[src/rtl/vram_arb_pkg.sv]
// ---------------------------------------------------------------------------
// vram_arb_pkg
// Shared types for the VRAM arbiter:
//   arb_state_e : CPU handshake FSM states
//   gnt_e       : per-cycle RAM grant (nobody / video scan-out / CPU)
//   cnt_w()     : bits needed to hold a counter that tops out at max_val
// ---------------------------------------------------------------------------
package vram_arb_pkg;

    typedef enum logic {
        IDLE     = 1'b0,
        CPU_RESP = 1'b1
    } arb_state_e;

    typedef enum logic [1:0] {
        GNT_NONE = 2'd0,
        GNT_VID  = 2'd1,
        GNT_CPU  = 2'd2
    } gnt_e;

    // A limit of 0 or 1 still needs one bit of storage.
    function automatic int cnt_w(input int max_val);
        return (max_val < 2) ? 1 : $clog2(max_val + 1);
    endfunction

endpackage

[src/rtl/sat_counter.sv]
// ---------------------------------------------------------------------------
// sat_counter
// Up-counter that sticks at MAX instead of wrapping. clr has priority over
// inc. Synchronous active-low reset.
//   clk    : clock
//   rst_n  : synchronous active-low reset (clears the count)
//   inc_i  : count up by one this cycle (ignored at MAX)
//   clr_i  : return to zero this cycle
//   cnt_o  : current count
// ---------------------------------------------------------------------------
module sat_counter #(
    parameter int           W   = 8,
    parameter logic [W-1:0] MAX = '1
) (
    input  logic         clk,
    input  logic         rst_n,
    input  logic         inc_i,
    input  logic         clr_i,
    output logic [W-1:0] cnt_o
);

    logic [W-1:0] cnt_q;
    logic [W-1:0] cnt_d;

    always_comb begin
        cnt_d = cnt_q;
        if (clr_i) begin
            cnt_d = '0;
        end else if (inc_i && (cnt_q != MAX)) begin
            cnt_d = cnt_q + 1'b1;
        end
    end

    always_ff @(posedge clk) begin
        if (!rst_n) begin
            cnt_q <= '0;
        end else begin
            cnt_q <= cnt_d;
        end
    end

    assign cnt_o = cnt_q;

endmodule

[src/rtl/vram_arbiter.sv]
// ---------------------------------------------------------------------------
// vram_arbiter
// Shares one single-port, synchronous-read VRAM between the VGA scan-out
// reader (fixed priority, one read per cycle) and the schoolMIPS CPU bus
// (req/ack handshake, one access per two cycles at best). When the CPU has
// been held off for STARVE_LIMIT cycles it is given one forced slot and the
// displaced video read is reported as a miss.
//
// Ports
//   clk, rst_n          : clock, synchronous active-low reset
//   vid_req/vid_addr    : scan-out read request for this cycle
//   vid_rvalid          : previous cycle's video request was served
//   vid_rdata           : RAM read data (straight from ram_rdata)
//   vid_miss            : previous cycle's video request was denied
//   miss_cnt            : saturating count of denied video requests
//   cpu_req/we/addr/wdata : CPU access, held stable until cpu_ack
//   cpu_ack             : one-cycle completion pulse (cycle after grant)
//   cpu_rdata           : read data, valid with cpu_ack and held afterwards
//   ram_en/we/addr/wdata: RAM port, combinational from this cycle's grant
//   ram_rdata           : RAM read data, one cycle after ram_en
// ---------------------------------------------------------------------------
module vram_arbiter
    import vram_arb_pkg::*;
#(
    parameter int ADDR_W       = 12,
    parameter int DATA_W       = 8,
    parameter int STARVE_LIMIT = 15,
    parameter int MISS_W       = 8
) (
    input  logic              clk,
    input  logic              rst_n,

    input  logic              vid_req,
    input  logic [ADDR_W-1:0] vid_addr,
    output logic              vid_rvalid,
    output logic [DATA_W-1:0] vid_rdata,
    output logic              vid_miss,
    output logic [MISS_W-1:0] miss_cnt,

    input  logic              cpu_req,
    input  logic              cpu_we,
    input  logic [ADDR_W-1:0] cpu_addr,
    input  logic [DATA_W-1:0] cpu_wdata,
    output logic              cpu_ack,
    output logic [DATA_W-1:0] cpu_rdata,

    output logic              ram_en,
    output logic              ram_we,
    output logic [ADDR_W-1:0] ram_addr,
    output logic [DATA_W-1:0] ram_wdata,
    input  logic [DATA_W-1:0] ram_rdata
);

    localparam int                WAIT_W   = cnt_w(STARVE_LIMIT);
    localparam logic [WAIT_W-1:0] WAIT_MAX = WAIT_W'(STARVE_LIMIT);

    arb_state_e        state_q;
    arb_state_e        state_d;
    gnt_e              gnt;

    logic [WAIT_W-1:0] wait_cnt;
    logic              starve;
    logic              cpu_elig;     // CPU may be granted this cycle
    logic              vid_denied;
    logic              wait_inc;
    logic              wait_clr;

    logic              acc_we_q;     // direction of the CPU access in flight
    logic              rdata_ld;     // ack cycle of a CPU read
    logic [DATA_W-1:0] cpu_rdata_q;
    logic [DATA_W-1:0] cpu_rdata_d;
    logic              vid_rvalid_q;
    logic              vid_miss_q;

    // ------------------------------------------------------------------
    // Grant
    // ------------------------------------------------------------------
    assign starve   = (STARVE_LIMIT != 0) && (wait_cnt == WAIT_MAX);
    // A request still high during CPU_RESP is the one being acked, so it
    // must not be granted a second time.
    assign cpu_elig = cpu_req && (state_q == IDLE);

    always_comb begin
        gnt = GNT_NONE;
        if (vid_req && !(starve && cpu_elig)) begin
            gnt = GNT_VID;
        end else if (cpu_elig) begin
            gnt = GNT_CPU;
        end
    end

    assign vid_denied = vid_req && (gnt != GNT_VID);

    // ------------------------------------------------------------------
    // RAM port; enables are held low while reset is asserted
    // ------------------------------------------------------------------
    assign ram_en    = rst_n && (gnt != GNT_NONE);
    assign ram_we    = rst_n && (gnt == GNT_CPU) && cpu_we;
    assign ram_addr  = (gnt == GNT_CPU) ? cpu_addr : vid_addr;
    assign ram_wdata = cpu_wdata;

    // ------------------------------------------------------------------
    // CPU handshake FSM
    // ------------------------------------------------------------------
    always_ff @(posedge clk) begin
        if (!rst_n) begin
            state_q <= IDLE;
        end else begin
            state_q <= state_d;
        end
    end

    always_comb begin
        state_d = state_q;
        case (state_q)
            IDLE:     if (gnt == GNT_CPU) state_d = CPU_RESP;
            CPU_RESP: state_d = IDLE;
            default:  state_d = IDLE;
        endcase
    end

    // Ack is gated by rst_n so an access interrupted by reset never acks.
    always_comb begin
        cpu_ack  = 1'b0;
        rdata_ld = 1'b0;
        if (rst_n && (state_q == CPU_RESP)) begin
            cpu_ack  = 1'b1;
            rdata_ld = !acc_we_q;
        end
    end

    // Read data is visible in the ack cycle itself, then held.
    assign cpu_rdata_d = rdata_ld ? ram_rdata : cpu_rdata_q;

    // ------------------------------------------------------------------
    // Response registers
    // ------------------------------------------------------------------
    always_ff @(posedge clk) begin
        if (!rst_n) begin
            acc_we_q     <= 1'b0;
            cpu_rdata_q  <= '0;
            vid_rvalid_q <= 1'b0;
            vid_miss_q   <= 1'b0;
        end else begin
            if (gnt == GNT_CPU) acc_we_q <= cpu_we;
            cpu_rdata_q  <= cpu_rdata_d;
            vid_rvalid_q <= (gnt == GNT_VID);
            vid_miss_q   <= vid_denied;
        end
    end

    assign cpu_rdata  = cpu_rdata_d;
    assign vid_rvalid = vid_rvalid_q;
    assign vid_rdata  = ram_rdata;
    assign vid_miss   = vid_miss_q;

    // ------------------------------------------------------------------
    // Counters
    // ------------------------------------------------------------------
    // Waiting only counts while the CPU is eligible and losing; a dropped
    // request is a withdrawal and restarts the wait from zero.
    assign wait_inc = cpu_elig && (gnt != GNT_CPU);
    assign wait_clr = (gnt == GNT_CPU) || !cpu_req;

    sat_counter #(
        .W   (WAIT_W),
        .MAX (WAIT_MAX)
    ) u_wait_cnt (
        .clk   (clk),
        .rst_n (rst_n),
        .inc_i (wait_inc),
        .clr_i (wait_clr),
        .cnt_o (wait_cnt)
    );

    sat_counter #(
        .W   (MISS_W),
        .MAX ({MISS_W{1'b1}})
    ) u_miss_cnt (
        .clk   (clk),
        .rst_n (rst_n),
        .inc_i (vid_denied),
        .clr_i (1'b0),
        .cnt_o (miss_cnt)
    );

endmodule
[config.mk]
export PLATFORM = sky130hd
export DESIGN_NAME = vram_arbiter
export DESIGN_NICKNAME = d
export VERILOG_FILES = /design/src/rtl/vram_arb_pkg.sv /design/src/rtl/sat_counter.sv /design/src/rtl/vram_arbiter.sv
export SDC_FILE = /design/constraint.sdc
export NUM_CORES = 1
export LEC_CHECK = 0
export ABC_CLOCK_PERIOD_IN_PS = 2400
export CAP_MARGIN = 40
export CORE_MARGIN = 2
export CORE_UTILIZATION = 40
export CTS_BUF_LIST = sky130_fd_sc_hd__clkbuf_4 sky130_fd_sc_hd__clkbuf_8
export DETAILED_ROUTE_END_ITERATION = 7
export GPL_TIMING_DRIVEN = 0
export PLACE_DENSITY_LB_ADDON = 0.08
export SLEW_MARGIN = 20
export SYNTH_ARGS = -nofsm -noshare
export SYNTH_HDL_FRONTEND = slang
export SYNTH_SLANG_ARGS = --single-unit
[constraint.sdc]
create_clock -name clk -period 2.4 [get_ports clk]
set_input_delay 0.24 -clock clk [delete_from_list [all_inputs] [get_ports clk]]
set_output_delay 0.24 -clock clk [all_outputs]
set_load 0.02 [all_outputs]
**After elaboration in Yosys (flattened, before gate mapping)**

Cells that the tools add are included.

- $lt $le $gt $ge: 0
- Bitwise gates (word level): 2
- Add/sub/neg operators: 2
- Reduce and logical (&&, ||, !) cells: 17
- Multiplexer cells: 8
- Equality and inequality tests: 7
- Div/mod/pow operators: 0
- Shift operators: 0
- Multipliers: 0

Operator list:

| kind | number |
|---|---|
| 2-to-1 mux 12 bit | 1 |
| logical AND 1 bit | 11 |
| adder 8 x 1 -> 8 bit (second input constant) | 1 |
| 2-to-1 mux 8 bit | 1 |
| inequality test 8 bit (second input constant) | 1 |
| adder 4 x 1 -> 4 bit (second input constant) | 1 |
| equality test 4 bit (second input constant) | 1 |
| 2-to-1 mux 2 bit | 2 |
| inequality test 4 bit (second input constant) | 1 |
| logical NOT 1 bit | 3 |
| 2-to-1 mux 1 bit | 3 |
| equality test 2 x 1 -> 1 bit (second input constant) | 1 |
| equality test 2 bit (second input constant) | 1 |
| inequality test 2 x 1 -> 1 bit (second input constant) | 1 |
| inequality test 2 bit (second input constant) | 1 |
| NOT 1 bit | 2 |
| case mux 1 bit (2 select lines) | 1 |
| nonzero test 2 bit | 1 |
| OR reduction 2 bit | 1 |
| logical OR 1 bit | 1 |

- ROM bits: 0
- Bits in registers: 24
- Input bits: 45
- Word-level logic and storage cells: 43
- Memories kept: 0
- RAM bits: 0
- Output and inout bits: 49
- Bits in latches: 0

**Logic depth before layout (Yosys ltp)**

- Word-level depth: 9
- Gate-level depth with buffers: 6
- Mapped depth without buffers: 5

**Hierarchy**

A second synthesis with hierarchy kept.

- Cells, all modules: 149
- Area, all modules: 1487.7 µm²

By module, submodules not included:

| module | area an instance (µm²) | cells each | instances | seq. area each (µm²) |
|---|---|---|---|---|
| vram_arbiter | 874.6 | 82 | 1 | 240.2 |
| sat_counter (u_miss_cnt) | 421.7 | 46 | 1 | 160.2 |
| sat_counter (u_wait_cnt) | 191.4 | 21 | 1 | 80.1 |

**Worst setup path before layout**

Ideal clock, no wire load.

- Path kind: reg2out
- From: reg u_wait_cnt.cnt_q[0] (netlist: u_wait_cnt.cnt_o[0])
- To: out ram_addr[10]
- Path buffers: 1
- Cell stages (with the launch flop): 6
- Data arrival time: 1.509 ns
- Path slack: 0.651 ns
- Cell sequence: dfxtp_1 > ha_1 > nand3_4 > a21boi_4 > buf_6 > mux2_2

- Longest elaborated chain between the ends: 7

RTL lines:

| what | RTL line | RTL |
|---|---|---|
| from (decl) | sat_counter.sv:22 | `logic [W-1:0] cnt_q;` |
| from (signal assigned) | sat_counter.sv:38 | `cnt_q <= cnt_d;` |
| equality test 4 bit | vram_arbiter.sv:78 | `assign starve = (STARVE_LIMIT != 0) && (wait_cnt == WAIT_MAX);` |
| logical AND 1 bit | vram_arbiter.sv:85 | `if (vid_req && !(starve && cpu_elig)) begin` |
| logical NOT 1 bit | vram_arbiter.sv:85 |  |
| logical AND 1 bit | vram_arbiter.sv:85 |  |
| 2-to-1 mux 2 bit | vram_arbiter.sv:85 |  |
| equality test 2 bit | vram_arbiter.sv:99 | `assign ram_addr = (gnt == GNT_CPU) ? cpu_addr : vid_addr;` |
| 2-to-1 mux 12 bit | vram_arbiter.sv:99 |  |
| to (decl) | vram_arbiter.sv:49 | `output logic [ADDR_W-1:0] ram_addr,` |

Every way passes these cells.

**Worst setup path after layout**

- From: reg u_wait_cnt.cnt_q[0] (netlist: u_wait_cnt.cnt_o[0])
- To: out ram_addr[2]

The elaborated chain is that of the path after synthesis.

==> impl_metrics.py <==
metrics = {
    "outcome": {
        "status": "finished, final reports clean",
    },
    "critical_path": {
        "crit_required_ns": 2.16,
        "cp_top_family": "buffers and inverters",
        "criticalPathCategory": "flop to output port",
        "cp.depth": 6,
        "cp.arrival_ns": 2.04,
        "crit_start": "u_wait_cnt.cnt_o[0]",
        "path_buf_inv": 2,
        "r2r-end": "u_miss_cnt.cnt_o[1]",
        "reg2regPathDepth": 5,
        "end_kind": "output port",
        "critPathCapture": "ram_addr[2]",
        "path_cells": "ha_2 -> nand3_4 -> a21boi_4 -> buf_4 -> mux2_2 -> dlygate4sd2_1",
        "r2r_slack_ns": 0.89,
        "crit_fanout": 7,
        "crit_path_max_incr_delay_ns": 0.37,
        "r2r-start": "u_miss_cnt.cnt_o[0]",
        "crit_path_top_delay_cell": "dfxtp_2",
        "cp-start-kind": "flop",
    },
    "synth": {
        "syn_nets": 186,
        "syn_inst": 139,
        "postSynthAreaPerCell_sq_um": 10.2,
        "synth_top_area_cell": "dfxtp_1",
        "ys_types": 42,
        "yosysSeqAreaShare_pct": 33.9,
        "synth_compound_area_share_pct": 7.67,
        "synth_xor_area_share_pct": 2.47,
        "synth_simple_gate_area_share_pct": 22.8,
        "synth_top_family_by_area": "simple AND/OR/NAND/NOR gates",
        "synth.area.top_cells": "dfxtp_1 34%, mux2_2 9.5%, buf_4 8.5%",
        "async_flop_share_pct": 0,
        "synth_top_area_share_pct": 33.9,
        "ys_seq_elements": 24,
        "syn_area_sq_um": 1420,
        "synthMuxAreaShare_pct": 20.1,
        "synthAdderAreaFrac_pct": 1.76,
        "synth_edf_count": 0,
        "yosysWarnings": 0,
        "synthFlopType": "dfxtp_1",
    },
    "placed_design": {
        "gp_congestion": 0.739,
        "hpwl_microns": 3040,
        "place_ws_ns": -0.213,
        "io_buffers": 85,
        "dpl_cell_area_sq_um": 2330,
    },
    "floorplanning": {
        "core-area_sq_um": 3360,
        "die_width_microns": 63.6,
        "die_area_sq_um": 4040,
        "start_util_pct": 42.2,
        "die_h_microns": 63.6,
        "fp-row-count": 21,
        "io_pins": 94,
    },
    "cells_and_area": {
        "layout-drive-gt1-share_pct": 25.2,
        "syn2layout_area_growth_pct": 67.0,
        "fin_nets": 278,
        "final_cell_mix": "71 x clkdlybuf4s50_1, 22 x dfxtp_1, 18 x buf_4, 13 x dlygate4sd2_1, 12 x mux2_2",
        "postLayoutCellArea_sq_um": 2370,
        "post-route-util_pct": 70.5,
        "final_common_cell": "clkdlybuf4s50_1",
        "nFillCells": 295,
        "num_antenna_cells": 0,
    },
    "cts": {
        "tritoncts": "built",
        "numCtsBuffers": 3,
        "cts.sink_count": 24,
        "clk_latency_ns": 0.31,
        "path_clk_slew_ns": 0.13,
        "cts-root-buf": "clkbuf_4",
        "cts-hold-fix-buffers": 0,
        "cts_buffer_depth": 2,
        "ctsHtreeMaxLevel": 1,
    },
    "timing": {
        "fin_skew_ns": 0.00314,
        "worst_slack_ns": 0.122,
        "setup_violations": 0,
        "setup-tns-final_ns": 0,
        "slew_violations": 0,
        "min_period_over_period_pct": 94.9,
        "grt_setup_unrepaired": "false",
        "period_minus_slack_ns": 2.28,
        "timing.fmax_mhz": 439,
        "hold_viol": 0,
        "slew_headroom_pct": 77.3,
        "worst_slew_pin_slew_ns": 0.337,
    },
    "route": {
        "routedWlPerCell_microns": 13.5,
        "routed_wl_microns": 3720,
        "vias": 1377,
        "drcViolationCount": 0,
        "first_pass_iters": 4,
        "post_drt_via_cell_ratio": 4.99,
        "antenna_left": 0,
        "drt_iter0_markers": 65,
    },
    "power_and_ir_drop": {
        "p_leak_nw": 1.03,
        "ir_drop_mv": 0.164,
        "finalPower_w": 0.000882,
        "p_per_area_nw_per_um2": 372,
    },
    "global_route": {
        "grt_max_degree": 14,
        "grt-ovfl-total": 0,
        "track_usage_pct": 19.2,
        "antenna_found_initial": 0,
        "grt_pass1_wl_microns": 6130,
        "grt_pass1_vias": 1374,
    },
    "worst_hold_path": {
        "holdPathStages": 3,
        "holdCritPathClass": "input pin to flop",
    },
    "flow_run": {
        "drv_cap": 0,
    },
}
==> per-layer routing <==
| metal | vias up | routed length, microns | share of wire, % | global-route usage, % |
|---|---|---|---|---|
| li1 | 660 | - | - | - |
| met1 | 636 | 1340 | 36 | 20.1 |
| met2 | 77 | 1950 | 53 | 34.7 |
| met3 | 4 | 391 | 11 | 6.43 |
| met4 | 0 | 34 | 0.91 | 8.42 |
| met5 | - | 0 | 0 | 0 |
==> state kept, by name, summed over array words and instances, names as in the netlist <==
name	flops
u_miss_cnt.cnt_o	8
vid_miss	1
state_q	1
acc_we_q	1
cpu_rdata_q	8
u_wait_cnt.cnt_o	4
vid_rvalid	1
==> worst min-delay path by stage <==
| stage | start | endpoint | slack [ns] |
|---|---|---|---|
| floorplan | vid_req | vid_rvalid | 0.36 |
| global route | rst_n | u_miss_cnt.cnt_o[5] | 0.34 |
| finish | rst_n | u_miss_cnt.cnt_o[5] | 0.33 |
| global placement | u_wait_cnt.cnt_o[1] | u_wait_cnt.cnt_o[1] | 0.49 |
| CTS | u_wait_cnt.cnt_o[1] | u_wait_cnt.cnt_o[1] | 0.53 |
| detailed placement | acc_we_q | acc_we_q | 0.50 |
==> layout make-up <==
type / instances / area [sq um] / share of cell area (%)
clock buffers: 4 / 36.3 / 1.53
flip-flops and latches: 24 / 483 / 20.4
well taps: 46 / 57.6 / 2.43
repair buffers: 87 / 852 / 36.0
plain buffers: 22 / 161 / 6.81
multi-input cells: 93 / 779 / 32.9
==> power breakdown <==
| group | switching, W | leakage [nW] | total, W | internal [W] |
|---|---|---|---|---|
| Combinational | 0.000106 | 0.817 | 0.000263 | 0.000157 |
| Clock | 0.000120 | 0.0210 | 0.000213 | 0.0000927 |
| Sequential | 0.00000266 | 0.195 | 0.000407 | 0.000404 |
==> tightest hold or removal path, cell delays in order <==
cell            delay, ns
dlymetal6s2s_1       0.20
nand2_1              0.10
mux2i_1              0.06
==> cells by family (layout without fill, tap and decap cells) <==
kind of cell               Yosys count  in the layout
adders and majority gates            2              2
DFF                                 24             24
AOI/OAI and AO/OA                   13             13
xor gates and xnor gates             4              4
buffers and inverters               22            113
and+or+nand+nor                     51             51
muxes                               23             23
==> timing repair <==
| action | 4_1_cts | 5_1_grt |
|---|---|---|
| setup endpoints to repair | 13 | 20 |
| buffers inserted | 2 | 0 |
| gates resized for setup | 13 | 4 |
| hold endpoints to repair | 0 | 0 |
| pin swaps | 1 | 0 |
==> metrics by stage <==
| stage | hold WS [ns] | std cells |
|---|---|---|
| after global routing | 0.339 | 276 |
| after global placement | 0.488 | 270 |
| after detailed placement | 0.499 | 270 |
| after floorplan | 0.356 | 139 |
| final | 0.332 | 276 |
| after CTS | 0.527 | 276 |
==> Yosys cell counts, types with 3 or more instances <==
cell,count
nand3_1,6
and3_1,4
and2_1,8
mux2_2,12
dfxtp_1,24
mux2_4,8
mux2i_1,3
xnor2_1,3
and2_4,3
nor2_1,6
nand2_1,5
buf_4,16
nand4_1,3
o211a_1,3
Power figures use the tool's default switching activity.
